**src/rtl/countdown_timer_mmss.sv**
```systemverilog
// Loadable mm:ss BCD countdown timer driven by a 1 Hz clk_sec tick.
// Counts down while running, raises a bounded alarm at 00:00, then returns to idle.
module countdown_timer_mmss #(
    parameter int ALARM_SEC = 5
) (
    input  logic       clk,
    input  logic       reset_p,
    input  logic       clk_sec,
    input  logic       load,
    input  logic [3:0] set_sec1,
    input  logic [3:0] set_sec10,
    input  logic [3:0] set_min1,
    input  logic [3:0] set_min10,
    input  logic       start,
    input  logic       stop,
    output logic [3:0] sec1,
    output logic [3:0] sec10,
    output logic [3:0] min1,
    output logic [3:0] min10,
    output logic       running,
    output logic       alarm,
    output logic       done
);

    typedef enum logic [1:0] {
        S_IDLE  = 2'd0,
        S_RUN   = 2'd1,
        S_PAUSE = 2'd2,
        S_ALARM = 2'd3
    } state_t;

    localparam logic [3:0] ALARM_LAST = 4'(ALARM_SEC - 1);

    state_t     state, state_n;
    logic [3:0] sec1_n, sec10_n, min1_n, min10_n;
    logic [3:0] dec_s1, dec_s10, dec_m1, dec_m10;
    logic [3:0] alarm_cnt, alarm_cnt_n;
    logic       done_n;
    logic       count_zero, dec_zero;

    assign count_zero = ({min10, min1, sec10, sec1} == 16'h0000);

    // One-second BCD borrow chain; never evaluated from 00:00 because RUN exits there.
    always_comb begin
        dec_s1  = sec1;
        dec_s10 = sec10;
        dec_m1  = min1;
        dec_m10 = min10;
        if (sec1 != 4'd0) begin
            dec_s1 = sec1 - 4'd1;
        end else begin
            dec_s1 = 4'd9;
            if (sec10 != 4'd0) begin
                dec_s10 = sec10 - 4'd1;
            end else begin
                dec_s10 = 4'd5;
                if (min1 != 4'd0) begin
                    dec_m1 = min1 - 4'd1;
                end else begin
                    dec_m1  = 4'd9;
                    dec_m10 = min10 - 4'd1;
                end
            end
        end
    end

    assign dec_zero = ({dec_m10, dec_m1, dec_s10, dec_s1} == 16'h0000);

    always_comb begin
        state_n     = state;
        sec1_n      = sec1;
        sec10_n     = sec10;
        min1_n      = min1;
        min10_n     = min10;
        alarm_cnt_n = alarm_cnt;
        done_n      = 1'b0;
        case (state)
            S_IDLE, S_PAUSE: begin
                // Load beats start; stop alone has nothing to pause here.
                if (load) begin
                    sec1_n  = (set_sec1  > 4'd9) ? 4'd9 : set_sec1;
                    sec10_n = (set_sec10 > 4'd5) ? 4'd5 : set_sec10;
                    min1_n  = (set_min1  > 4'd9) ? 4'd9 : set_min1;
                    min10_n = (set_min10 > 4'd5) ? 4'd5 : set_min10;
                end else if (start && !stop && !count_zero) begin
                    state_n = S_RUN;
                end
            end
            S_RUN: begin
                if (stop) begin
                    state_n = S_PAUSE;
                end else if (clk_sec) begin
                    sec1_n  = dec_s1;
                    sec10_n = dec_s10;
                    min1_n  = dec_m1;
                    min10_n = dec_m10;
                    if (dec_zero) begin
                        state_n     = S_ALARM;
                        alarm_cnt_n = 4'd0;
                        done_n      = 1'b1;
                    end
                end
            end
            S_ALARM: begin
                if (stop) begin
                    state_n = S_IDLE;
                end else if (clk_sec) begin
                    if (alarm_cnt == ALARM_LAST) begin
                        state_n = S_IDLE;
                    end else begin
                        alarm_cnt_n = alarm_cnt + 4'd1;
                    end
                end
            end
            default: state_n = S_IDLE;
        endcase
    end

    always_ff @(posedge clk) begin
        if (reset_p) begin
            state     <= S_IDLE;
            sec1      <= 4'd0;
            sec10     <= 4'd0;
            min1      <= 4'd0;
            min10     <= 4'd0;
            alarm_cnt <= 4'd0;
            done      <= 1'b0;
        end else begin
            state     <= state_n;
            sec1      <= sec1_n;
            sec10     <= sec10_n;
            min1      <= min1_n;
            min10     <= min10_n;
            alarm_cnt <= alarm_cnt_n;
            done      <= done_n;
        end
    end

    assign running = (state == S_RUN);
    assign alarm   = (state == S_ALARM);

endmodule

```
**config.mk**
```make
export PLATFORM = sky130hd
export DESIGN_NAME = countdown_timer_mmss
export DESIGN_NICKNAME = d
export VERILOG_FILES = /design/src/rtl/countdown_timer_mmss.sv
export SDC_FILE = /design/constraint.sdc
export NUM_CORES = 1
export LEC_CHECK = 0
export ABC_AREA = 1
export CAP_MARGIN = 15
export CORE_MARGIN = 2
export CORE_UTILIZATION = 49
export DETAILED_ROUTE_END_ITERATION = 10
export GPL_ROUTABILITY_DRIVEN = 0
export HOLD_SLACK_MARGIN = 0.1
export PLACE_DENSITY = 0.8
export SLEW_MARGIN = 10
export SYNTH_ARGS = -nofsm -noshare
export SYNTH_HDL_FRONTEND = slang
export SYNTH_SLANG_ARGS = --single-unit
```
**constraint.sdc**
```tcl
create_clock -name clk -period 2.3 [get_ports clk]
set_input_delay 0.23 -clock clk [delete_from_list [all_inputs] [get_ports clk]]
set_output_delay 0.23 -clock clk [all_outputs]
set_load 0.02 [all_outputs]
```
# Word level (Yosys, flattened, before mapping)
# Cells that the tools add are included.
dict set report op_classes {
  n_reduce_logical 17
  mux 46
  bitwise 2
  add_sub_neg 5
  order_cmp 4
  n_eq_ne 17
}
# operator count
set ops {}
lappend ops {{4-bit two-way mux} 31}
lappend ops {{4-bit one-hot mux with 2 select lines} 5}
lappend ops {{16-bit logical NOT} 2}
lappend ops {{2-bit two-way mux} 8}
lappend ops {{2-bit inequality test, second input constant} 8}
lappend ops {{4-bit by 1-bit subtractor with 4-bit output, second input constant} 4}
lappend ops {{4-bit nonzero test} 3}
lappend ops {{4-bit by 3-bit > comparator with 1-bit output, second input constant} 2}
lappend ops {{4-bit > comparator, second input constant} 2}
lappend ops {{7-bit AND reduction} 1}
lappend ops {{3-bit by 2-bit inequality test with 1-bit output, second input constant} 2}
lappend ops {{3-bit inequality test, second input constant} 2}
lappend ops {{2-bit one-hot mux with 3 select lines} 1}
lappend ops {{6-bit AND reduction} 1}
lappend ops {{4-bit by 1-bit adder with 4-bit output, second input constant} 1}
lappend ops {{2-bit == test, second input constant} 2}
lappend ops {{4-bit by 3-bit == test with 1-bit output, second input constant} 1}
lappend ops {{4-bit AND reduction} 1}
lappend ops {{2-bit nonzero test} 2}
lappend ops {{4-bit OR reduction} 1}
lappend ops {{2-bit by 1-bit == test with 1-bit output, second input constant} 1}
lappend ops {{1-bit logical AND} 2}
lappend ops {{1-bit logical NOT} 2}
lappend ops {{2-bit logical NOT} 1}
lappend ops {{other kinds (4)} 5}
dict set report word_totals {
  output_inout_bits 19
  inputBits 22
  register_bits 23
  elab_cells 98
}

# Longest topological paths before layout
dict set report logic_depth {
  depth_word 9
  ltp_mapped 15
  ltp_nobuf 15
}

# Worst setup path after synthesis
# OpenSTA, ideal clock, no wires.
dict set report synth_timing {
  path_type {flip-flop to flip-flop}
  from {reg sec1[3]}
  to {reg alarm_cnt[0]}
  path_stages_with_launch 13
  setup_ns 0.132
  t_arrival_ns 1.549
  required_ns 2.168
  slack_ns 0.618
  synth_period_minus_slack_ns 1.682
  path_buffers 0
  path_cell_list {dfxtp_1 nor2_4 nand2_4 nor2_8 nand2_4 o21ai_2 nand2_2 nor2_4 nand3_4 nand2_4 nand2_2 nand2_1 a21oi_1}
}
dict set report synth_via {
  elab_chain_cells 5
  elab_cells_between_ends 9
  cone_classes {1 x add/sub; 1 x eq/ne; 4 x mux; 3 x reduce/logical}
}
# element line_no
set synth_rtl {}
lappend synth_rtl {{from (decl)} 16} ;# output logic [3:0] sec1,
lappend synth_rtl {{from (signal assigned)} 130} ;# sec1 <= sec1_n;
lappend synth_rtl {{4-bit by 1-bit subtractor with 4-bit output / 4-bit nonzero test (equally long branches)} {50, 49}}
lappend synth_rtl {{4-bit two-way mux} 49} ;# if (sec1 != 4'd0) begin
lappend synth_rtl {{16-bit logical NOT (*)} 67} ;# assign dec_zero = ({dec_m10, dec_m1, dec_s10, dec_s1} == 16'h0000);
lappend synth_rtl {{2-bit by 1-bit inequality test with 1-bit output (no line) (*)} -}
lappend synth_rtl {{7-bit AND reduction (no line) (*)} -}
lappend synth_rtl {{to (signal assigned)} 134} ;# alarm_cnt <= alarm_cnt_n;
lappend synth_rtl {{to (decl)} 37} ;# logic [3:0] alarm_cnt, alarm_cnt_n;
# Every way passes the cells marked *; elsewhere a longest branch is shown, timed or not.
# A chain may end at the register's enable or synchronous reset.

# Final worst setup path
dict set report layout_timing {
  from {reg state[0]}
  to {out running}
}
dict set report layout_via {
  elab_chain_cells 1
}
# element line_no
set layout_rtl {}
lappend layout_rtl {{from (decl)} 34} ;# state_t state, state_n;
lappend layout_rtl {{from (signal assigned)} 129} ;# state <= state_n;
lappend layout_rtl {{2-bit by 1-bit == test with 1-bit output} 139} ;# assign running = (state == S_RUN);
lappend layout_rtl {{to (decl)} 20} ;# output logic running,
# No other way between the ends.

==> impl_metrics.ini <==
[logic_synthesis]
ys_seq_elements = 23
ys_warn_count = 0
ys_seq_area_share_pct = 27.9
synthDistinctLibCells = 36
synth_cells = 256
syn_nets = 282
avgSynthCellArea_um2 = 6.44
syn_area_mm2 = 0.00165

[clocking]
clk_pin_slew_ns = 0.13
clockBufferDepth = 2
cts_buffers = 3
cts.sinks = 23
ctsResizeCount = 0
tritoncts = yes
cts_hold_buf = 0
cts-root-buf = clkbuf_4
postCtsSetupBuffers = 0
htreeDepth = 1
clkLatencyLatePin_ns = 0.32

[detailed_routing]
drt_wl_total_mm = 4.08
antenna_left = 0
post-route-drc-count = 0
wl_per_cell_um = 11.8
viasPerCell = 5.07
num_vias = 1748
initialDrtViolationCount = 88
drt-pass1-iter-count = 4

[grt]
overflow = 0
grt_pass1_vias = 1390
grt_start_max_net_pins = 14
antenna_found_initial = 0
grt_pass1_wl_mm = 6.42
track_usage_pct = 22.7

[critical_path]
r2r_slack_ns = 0.41
reg2reg_from = state[0]
cp_cell_sequence = inv_2 -> nor2_1 -> buf_4 -> clkdlybuf4s50_1
worstSetupStartpointType = flop
worst-path-buf-inv = 3
max_stage_delay_ns = 0.63
crit_arrival_ns = 1.80
critPathRequiredTime_ns = 2.07
crit_family = buffers and inverters
end_kind = output port
path_class = reg2out
critPathLaunch = state[0]
slowest_stage = clkdlybuf4s50_1
cp_max_fo = 10

[power_and_ir_drop]
power.density_mw_per_mm2 = 633
leakagePower_nw = 0.907
irDropWorstVdd_mv = 0.316
total_power_mw = 1.36

[placement]
post_dp_cell_area_mm2 = 0.00212
io_buffers = 40
hpwl_mm = 3.20
dp_slack_ns = 0.422

[sta]
max_slew.worst_pin.slew_ns = 0.469
period_needed_ns = 2.03
tns_ns = 0
finalSetupViolCount = 0
hold_viol_final = 0
fin_ws_ns = 0.270
maxSlewHeadroom_pct = 68.7
fmax_mhz = 493
post-route-period-util_pct = 88.3
final_max_slew_viol_count = 0
finClkSkew_ns = 0.00391
rsz0062_at_grt = false

[layout]
drive_gt1_share_pct = 11.0
final_common_cell = nand2_1
num_antenna_cells = 0
area_growth_pct = 30.2
fin_area_mm2 = 0.00215
final_nets = 326
layout_common_cells = nand2_1 (65), clkdlybuf4s50_1 (40), nor2_1 (31), inv_1 (31), dfxtp_1 (23)
final_core_util_pct = 65.4

[floorplanning]
rows = 21
start_util_pct = 50.2
coreArea_mm2 = 0.00328
die_w_um = 62.0
die_h_um = 62.0
die-area_mm2 = 0.00385
ioPinCount = 41

[run]
maxCapViolCount = 0

[outcome]
status = completed

[hold_path]
min_from = sec10[3]
hp-class = reg2reg
## cell usage after synthesis (all sizes together)
cell,count,share of area (%)
a221oi,1,0.53
o22ai,1,0.76
nor3,3,0.91
xor2,1,0.53
a22oi,1,0.46
nor2,39,12
a311o,1,0.61
a21oi,20,6.1
a211oi,1,0.46
a31oi,5,1.9
inv,35,8.1
o221ai,1,0.53
clkbuf,4,0.91
nor4,1,0.38
nand2,72,18
nand3,17,5.9
ha,4,3.0
dfxtp,23,28
o31ai,1,0.46
nand4,4,1.5
or2,1,0.38
a2111oi,1,1.7
nand3b,2,0.91
buf,2,0.61
o211ai,1,0.46
o21ai,14,4.5
## power by group
part           switching (mW)  internal, mW  total, mW
combinational           0.412         0.263      0.675
clock                   0.133        0.0653      0.199
sequential             0.0483         0.437      0.485
## registers in the layout (all words and copies together) (netlist names)
name and count:
alarm_cnt 4, done 1, min1 4, sec10 4, state 2, sec1 4
min10 4
## path summary, 6_finish.rpt
kind | cells past startpoint | endpoint
max | 4 | running
min | 2 | sec10[3]
max reg2reg | 8 | sec1[2]
min reg2reg | 2 | sec10[3]
## cell type report
class | instances | area (um2)
clock buffers | 3 | 22.5
clock inverters | 1 | 5.00
inverters | 35 | 134
repair buffers | 45 | 438
fillers | 315 | 1140
well taps | 46 | 57.6
flip-flops and latches | 23 | 460
multi-input cells | 192 | 1030
## layer usage
| metal | part of all wire (%) | track usage, % |
|---|---|---|
| met5 | 0 | 0 |
| met4 | 1.2 | 6.38 |
| met3 | 4.9 | 2.07 |
| met2 | 46 | 34.5 |
| met1 | 48 | 34.1 |
## tightest hold or removal path: cells and delay by family (launching register included)
family             cells  cell delay, ns
AOI/OAI and AO/OA      1            0.08
DFF                    1            0.36
and+or+nand+nor        1            0.04
## cells by family after synthesis
kind of cell,after synthesis,synth area share [%]
buffers and inverters,41,9.64
XOR/XNOR,1,0.531
adder cells (fa/ha/maj),4,3.04
flip-flops,23,27.9
AO/OA/AOI/OAI,48,18.4
AND/OR/NAND/NOR,139,40.5
## metrics by stage
stage	hold slack (ns)	std cells
final	0.512	345
after global routing	0.530	345
after CTS	0.509	345
after detailed placement	0.487	341
after global placement	0.484	341
after floorplan	0.374	256
Note: power is estimated with default switching activity, not from simulation.
